--- config.mk ---
export PLATFORM = sky130hd
export DESIGN_NAME = puzzle_board_ctrl
export DESIGN_NICKNAME = d
export VERILOG_FILES = /design/src/rtl/puzzle_board_ctrl.sv
export SDC_FILE = /design/constraint.sdc
export NUM_CORES = 1
export LEC_CHECK = 0
export CELL_PAD_IN_SITES_DETAIL_PLACEMENT = 2
export CELL_PAD_IN_SITES_GLOBAL_PLACEMENT = 2
export CORE_MARGIN = 3
export CORE_UTILIZATION = 37
export CTS_BUF_LIST = sky130_fd_sc_hd__clkbuf_2 sky130_fd_sc_hd__clkbuf_4 sky130_fd_sc_hd__clkbuf_8
export CTS_CLUSTER_DIAMETER = 200
export DETAILED_ROUTE_END_ITERATION = 6
export PLACE_DENSITY_LB_ADDON = 0.1
export RECOVER_POWER = 25
export SETUP_SLACK_MARGIN = 0.5
export SYNTH_ARGS = -nofsm -noshare
export SYNTH_HDL_FRONTEND = slang
export SYNTH_SLANG_ARGS = --single-unit
--- constraint.sdc ---
create_clock -name clk -period 3.02 [get_ports clk]
set_clock_uncertainty 0.1 [all_clocks]
set_input_delay 0.604 -clock clk [delete_from_list [all_inputs] [get_ports clk]]
set_output_delay 0.604 -clock clk [all_outputs]
set_load 0.05 [all_outputs]
--- src/rtl/puzzle_board_ctrl.sv ---
// 3x3 sliding-puzzle board controller: button debounce, move pulses, board latch,
// move counting, solved flag and LFSR shuffle. Optional macro: SHUFFLE_NO_BACKTRACK_EN.
module puzzle_board_ctrl #(
  parameter int          DB_CYCLES     = 500000,
  parameter int          SHUFFLE_MOVES = 64,
  parameter logic [15:0] LFSR_SEED     = 16'hACE1,
  parameter int          MCNT_W        = 10
) (
  input  logic              clk,
  input  logic              reset,
  input  logic              btnl,
  input  logic              btnr,
  input  logic              btnu,
  input  logic              btnd,
  input  logic              btnc,
  input  logic [11:0]       row_in1,
  input  logic [11:0]       row_in2,
  input  logic [11:0]       row_in3,
  output logic              move_l,
  output logic              move_r,
  output logic              move_u,
  output logic              move_d,
  output logic [11:0]       Row1,
  output logic [11:0]       Row2,
  output logic [11:0]       Row3,
  output logic [MCNT_W-1:0] move_cnt,
  output logic              solved,
  output logic              busy
);

  localparam int          CW           = (DB_CYCLES > 1) ? $clog2(DB_CYCLES) : 1;
  localparam logic [35:0] SOLVED_BOARD = 36'h123456780;

  typedef enum logic [1:0] {IDLE, SHUFFLE, PLAY, SOLVED} state_t;

  state_t         state, state_nxt;
  logic [4:0]     btns, sync1, sync2, db_lvl, req;
  logic [CW-1:0]  db_cnt [5];
  logic [3:0]     move_q;
  logic [15:0]    lfsr, sh_cnt;
  logic [35:0]    board, board_in;
  logic           eff, eff_solved, sh_slot, sh_at_count, sh_done, skip;

  assign btns        = {btnc, btnd, btnu, btnr, btnl};
  assign board       = {Row1, Row2, Row3};
  assign board_in    = {row_in1, row_in2, row_in3};
  assign eff         = (move_q != 4'b0) && (board_in != board);
  assign eff_solved  = (board_in == SOLVED_BOARD);
  assign sh_slot     = (sh_cnt < 16'(SHUFFLE_MOVES));
  assign sh_at_count = (state == SHUFFLE) && (move_q == 4'b0) && (sh_cnt == 16'(SHUFFLE_MOVES));
  assign sh_done     = sh_at_count && !solved;

  assign move_l = move_q[0];
  assign move_r = move_q[1];
  assign move_u = move_q[2];
  assign move_d = move_q[3];

  // Level is accepted after DB_CYCLES consecutive samples differing from it;
  // a 0->1 acceptance produces a one-cycle request.
  always_ff @(posedge clk) begin
    if (reset) begin
      sync1  <= '0;
      sync2  <= '0;
      db_lvl <= '0;
      req    <= '0;
      for (int i = 0; i < 5; i++) db_cnt[i] <= '0;
    end else begin
      sync1 <= btns;
      sync2 <= sync1;
      for (int i = 0; i < 5; i++) begin
        req[i] <= 1'b0;
        if (sync2[i] != db_lvl[i]) begin
          if (db_cnt[i] == CW'(DB_CYCLES - 1)) begin
            db_lvl[i] <= sync2[i];
            req[i]    <= sync2[i];
            db_cnt[i] <= '0;
          end else begin
            db_cnt[i] <= db_cnt[i] + 1'b1;
          end
        end else begin
          db_cnt[i] <= '0;
        end
      end
    end
  end

`ifdef SHUFFLE_NO_BACKTRACK_EN
  logic [1:0] last_dir;
  logic       last_vld;

  // Encoding l=00 r=01 u=10 d=11, so the inverse direction differs in bit 0.
  always_ff @(posedge clk) begin
    if (reset || state != SHUFFLE) begin
      last_dir <= 2'b00;
      last_vld <= 1'b0;
    end else if (eff) begin
      last_dir <= {move_q[3] | move_q[2], move_q[3] | move_q[1]};
      last_vld <= 1'b1;
    end
  end

  assign skip = last_vld && (lfsr[1:0] == (last_dir ^ 2'b01));
`else
  assign skip = 1'b0;
`endif

  // A pulse lasts exactly one cycle; nothing new is issued while one is out.
  always_ff @(posedge clk) begin
    if (reset) begin
      move_q <= '0;
    end else if (move_q != 4'b0) begin
      move_q <= '0;
    end else if (state == SHUFFLE) begin
      if (sh_slot && !skip) move_q <= 4'b0001 << lfsr[1:0];
    end else if (!req[4]) begin
      if (req[0])      move_q <= 4'b0001;
      else if (req[1]) move_q <= 4'b0010;
      else if (req[2]) move_q <= 4'b0100;
      else if (req[3]) move_q <= 4'b1000;
    end
  end

  always_ff @(posedge clk) begin
    if (reset) begin
      {Row1, Row2, Row3} <= SOLVED_BOARD;
      solved   <= 1'b1;
      move_cnt <= '0;
      sh_cnt   <= '0;
      lfsr     <= LFSR_SEED;
    end else begin
      if (move_q != 4'b0) begin
        {Row1, Row2, Row3} <= board_in;
        solved             <= eff_solved;
      end
      if (state == SHUFFLE) lfsr <= {lfsr[14:0], lfsr[15] ^ lfsr[13] ^ lfsr[12] ^ lfsr[10]};
      if (state != SHUFFLE) begin
        sh_cnt <= '0;
        if (eff && move_cnt != '1) move_cnt <= move_cnt + 1'b1;
      end else if (eff) begin
        sh_cnt <= sh_cnt + 16'd1;
      end else if (sh_at_count) begin
        // A walk that lands back on the solved board is simply continued.
        if (solved) sh_cnt   <= '0;
        else        move_cnt <= '0;
      end
    end
  end

  always_ff @(posedge clk) begin
    if (reset) state <= IDLE;
    else       state <= state_nxt;
  end

  always_comb begin
    state_nxt = state;
    case (state)
      IDLE: begin
        if (req[4])   state_nxt = SHUFFLE;
        else if (eff) state_nxt = eff_solved ? SOLVED : PLAY;
      end
      PLAY: begin
        if (req[4])                  state_nxt = SHUFFLE;
        else if (eff && eff_solved)  state_nxt = SOLVED;
      end
      SOLVED: begin
        if (req[4])   state_nxt = SHUFFLE;
        else if (eff) state_nxt = PLAY;
      end
      SHUFFLE: begin
        if (sh_done) state_nxt = PLAY;
      end
      default: state_nxt = IDLE;
    endcase
  end

  always_comb begin
    busy = (state == SHUFFLE);
  end

endmodule

### Word-level counts from Yosys, hierarchy flattened

Memory sizes are Yosys's and may differ from the RTL's.
Cells that the tools add are included.

* register bits after elaboration: 105
* latch bits: 0
* RAM bits: 95
* bits in read-only memories: 0
* input bits: 43
* output and inout bits: 52
* logic and storage cells: 212
* memories: 1

* add/sub/neg operators: 7
* multiply operators: 0
* div/mod/pow operators: 0
* $lt $le $gt $ge: 1
* equality and inequality tests: 27
* shift operators: 1
* muxes and demuxes: 96
* bitwise operators: 28
* reductions and logical operators: 30

Memories
* db_cnt: depth 5, bits a word 19, read ports 5, clocked after Yosys merged registers in 0, wr ports 5, line 38 `logic [CW-1:0] db_cnt [5];`

Operator list (count)
* $mux 19: 15
* $add 19x1->19 const B: 5
* $eq 19x19->1 const B: 5
* $mux 1: 58
* $mux 10: 5
* $mux 16: 3
* $eq 36x33->1 const B: 1
* $ne 36x36->1: 1
* $mux 4: 7
* $add 16x1->16 const B: 1
* $eq 16x7->1 const B: 1
* $lt 16x7->1 const B: 1
* $or 1x1->1: 15
* $reduce_or 3->1: 5
* $mux 2: 7
* $ne 2x1->1 const B: 6
* $reduce_and 2->1: 6
* $add 10x1->10 const B: 1
* $ne 10x10->1 const B: 1
* $not 1->1: 10
* $ne 3x3->1 const B: 3
* $pmux 2 s4: 1
* $reduce_and 4->1: 2
* $logic_and 1x1->1: 6
* 14 further kinds: 24

### Longest topological paths before layout

An unclocked memory read counts as a cell.

* depth in word-level cells: 9
* depth in mapped cells: 9

### Worst setup path before layout

Ideal clock, no wire load.

* kind: flip-flop to flip-flop
* start point: reg move_cnt[0]
* end point: reg move_cnt[9]
* setup time: 0.075 ns
* arrival time: 2.384 ns
* data required time: 2.845 ns
* setup slack: 0.461 ns
* cell stages (with the launch flop): 10
* path buffers: 1
* cell sequence: dfxtp_1 -> ha_1 -> nand3_1 -> nor2_1 -> and3_1 -> a31o_2 -> o21a_1 -> buf_6 -> or4_1 -> o22ai_1

* longest elaborated chain between the ends: 4

RTL lines
* from (decl): line 26 `output logic [MCNT_W-1:0] move_cnt,`
* from (signal assigned): line 138 `if (eff && move_cnt != '1) move_cnt <= move_cnt + 1'b1;`
* branches (longest 4 deep; another with $add 10x1->10)

Parallel ways; which one is timed is not known. The select of a mux whose other input is x is not followed.
A chain may end at the register's enable or synchronous reset.

### Worst setup path after layout

* start point: in row_in1[5]
* end point: reg sh_cnt[4]

* longest elaborated chain between the ends: 4

RTL lines
* from (decl): line 16 `input logic [11:0] row_in1,`
* $ne 36x36->1 (*): line 47 `assign eff = (move_q != 4'b0) && (board_in != board);`
* $logic_and 1x1->1 (*): line 47
* $reduce_bool 2->1 (no line)
* $reduce_and 2->1 (no line)
* to (signal assigned): line 140 `sh_cnt <= sh_cnt + 16'd1;`
* to (decl): line 40 `logic [15:0] lfsr, sh_cnt;`

Every way passes the cells marked *; elsewhere a longest branch is shown, timed or not.

==> results.json <==
{
  "start_kind": "input port",
  "synthToLayoutAreaGrowth_pct": 26.9,
  "worst_pin_slew_ps": 856,
  "crit_arrival_ps": 2810,
  "dp_hpwl_mm": 19.6,
  "fillCellCount": 2784,
  "grt_setup_unrepaired": "yes",
  "drt_iter0_markers": 336,
  "die_w_um": 167,
  "rows": 58,
  "ir_drop_uv": 206,
  "synthMostInstantiatedCell": "nand2_1",
  "numClockSinks": 200,
  "design_power_total_mw": 5.10,
  "required_ps": 3340,
  "drt_wl_total_mm": 28.1,
  "synth_area_um2": 9590,
  "max_clock_freq_mhz": 403,
  "grt_use_total_pct": 20.0,
  "syn_inst": 1024,
  "hold_path_class": "input port to flip-flop",
  "cp_cell_sequence": "clkdlybuf4s50_1 > xor2_1 > nor4_2 > nand3_2 > o31a_1 > nor4_4 > buf_6 > o21bai_1 > a21o_1",
  "grt_max_degree": 40,
  "grt_pass1_wl_mm": 45.7,
  "hold_buffers": 0,
  "cts_tree": "yes",
  "min_period_ps": 2480,
  "drt_first_pass_iters": 4,
  "status": "finished, final reports clean",
  "synth_seq_cells": 200,
  "powerDensity_nw_per_um2": 419,
  "crit_path_max_fanout": 8,
  "seq_area_um2": 4960,
  "critPathKind": "input port to flip-flop",
  "dp.cells": 1554,
  "root_buffer": "clkbuf_8",
  "slew-limit-headroom_pct": 42.9,
  "crit_path_max_incr_delay_ps": 450,
  "finalCritPeriodShare_pct": 82.2,
  "synth_flop_cell": "dfxtp_1",
  "drive_above_1_share_pct": 8.88,
  "endpoint_kind": "flip-flop",
  "die_h_um": 167,
  "slew_viol_final": 0,
  "p_leak_nw": 4.75,
  "initial_core_util_pct": 37.9,
  "cap_violations": 0,
  "synth_top_area_cell": "edfxtp_1",
  "via_count": 8043,
  "insertion_delay_ps": 480,
  "cts_buffers": 17,
  "setup_viol": 0,
  "syn_area_per_cell_um2": 9.37,
  "wl_per_cell_um": 17.7,
  "postLayoutCellArea_um2": 12200,
  "synth-edff-count": 95,
  "ant_nets": 0,
  "pin_count": 95,
  "synthArstFlopShare_pct": 0,
  "cp_slowest_cell": "clkdlybuf4s50_1",
  "clk_path_buf_depth": 2,
  "finalHoldViolations": 0,
  "fin_ws_ps": 537,
  "ys.warnings.count": 0,
  "whs_ps": 338,
  "grt_overflow": 0,
  "preCtsSetupSlack_ps": -231,
  "synth_cell_type_count": 52,
  "synth.top_cells.by_area": "edfxtp_1, dfxtp_1, xor2_1",
  "vias_per_cell": 5.05,
  "synthDominantCellAreaShare_pct": 29.7,
  "grt_pass1_vias": 8679,
  "portBuffers": 94,
  "die-area_um2": 27900,
  "clkTransAtPathRegs_ps": 110,
  "final_net_count": 1299,
  "instances_no_fill": 1592,
  "antenna_found_initial": 0,
  "coreArea_um2": 25300,
  "multi_input_area_um2": 4880,
  "htree_levels": 4,
  "ys_top_cells_by_count": "nand2_1, nor2_1, dfxtp_1, edfxtp_1, xor2_1",
  "placed_area_um2": 11600,
  "synth-seq-area-share_pct": 51.7,
  "place_congestion": 0.772,
  "drc": 0
}
-- worst max-delay path, delay by kind of cell --
kind            cells  cell delay [ps]
xor+xnor            1              170
simple gates        3              740
compound gates      3              650
buf+inv             2              640
-- kinds of logic (layout without fill, tap and decap cells) --
logic type	count (synthesis)	after routing	synth area share, %
simple gates	522	522	26.1
flops	200	200	51.7
xor+xnor	129	129	11.8
compound gates	101	101	6.30
buf+inv	56	199	2.32
fa+ha+maj	8	8	1.04
mux	7	7	0.731
other cells	1	96	0.0391
-- state kept, by name, summed over array words and instances (netlist names) --
register  count
lfsr         16
state         2
db_cnt       95
req           5
move_cnt     10
db_lvl        5
sync2         5
solved        1
Row3         12
sh_cnt       16
sync1         5
Row1         12
Row2         12
move_q        4
-- path summary, 6_finish.rpt --
path                    from           to  slack (ps)  cells after the start
setup / recovery  row_in1[5]    sh_cnt[4]         540                      9
hold / removal    row_in2[7]      Row2[7]         340                      3
hold reg to reg     sync1[4]     sync2[4]         350                      1
setup reg to reg    Row2[10]  move_cnt[4]         580                     10
-- timing repair --
action                                 in CTS  in global routing
setup endpoints to repair                  47                 60
resized for setup                          26                 43
gates cloned                                1                  0
pin swaps                                  10                 18
endpoints found under the hold margin       0                  0
setup buffers                               1                  3
-- final cells by class --
type	count	share of cell area (%)
Clock buffer	21	2.17
Timing Repair Buffer	149	11.7
Inverter	18	0.555
Sequential cell	200	40.8
Multi-Input combinational cell	862	40.1
Tap cell	330	3.39
Clock inverter	11	1.23
Antenna cell	1	0.0206
-- cells in the final DEF, fill, tap and decap left out, types with 7 or more instances in the layout --
cell and n:
nor2_1 137, clkbuf_8 17, nand3_1 68, nor4_1 15, o21bai_1 8, inv_1 17, conb_1 95, dlymetal6s2s_1 23
nor2b_1 13, dfxtp_1 101, nor3_1 15, nand2_1 161, nor4b_1 9, or3_1 13, xor2_1 82, nor3b_1 9
o21ai_0 18, xnor2_1 45, mux2i_1 7, nor4_2 9, ha_1 8, edfxtp_1 95, a21oi_1 50, nand4_1 23
clkdlybuf4s50_1 53, dlygate4sd2_1 15, a21o_1 8, buf_4 44, and3_1 25
-- per-layer routing --
metal / GRT usage [%] / up-vias / part of all wire (%)
met2: 35.5 / 94 / 50
met4: 4.02 / 0 / 0.98
met1: 25.9 / 4022 / 46
li1: - / 3906 / -
met3: 3.09 / 21 / 2.6
met5: 0 / - / 0
-- stage by stage --
| step | setup TNS, ps | utilization (%) |
|---|---|---|
| 2_1_floorplan | 0 | - |
| 3_3_place_gp | -1140 | 45.6 |
| 3_5_place_dp | -3220 | 45.6 |
| 4_1_cts | 0 | 47.4 |
| 5_1_grt | 0 | 48.0 |
| 6_report | 0 | 48.0 |
-- power by group --
part           switching [mW]  internal (mW)  total [mW]  leakage [nW]
registers              0.0650           2.89        2.96          1.83
logic                   0.155          0.126       0.281          2.72
clock network            1.00          0.861        1.86         0.200
total                    1.22           3.88        5.10          4.75
Power figures use the tool's default switching activity.
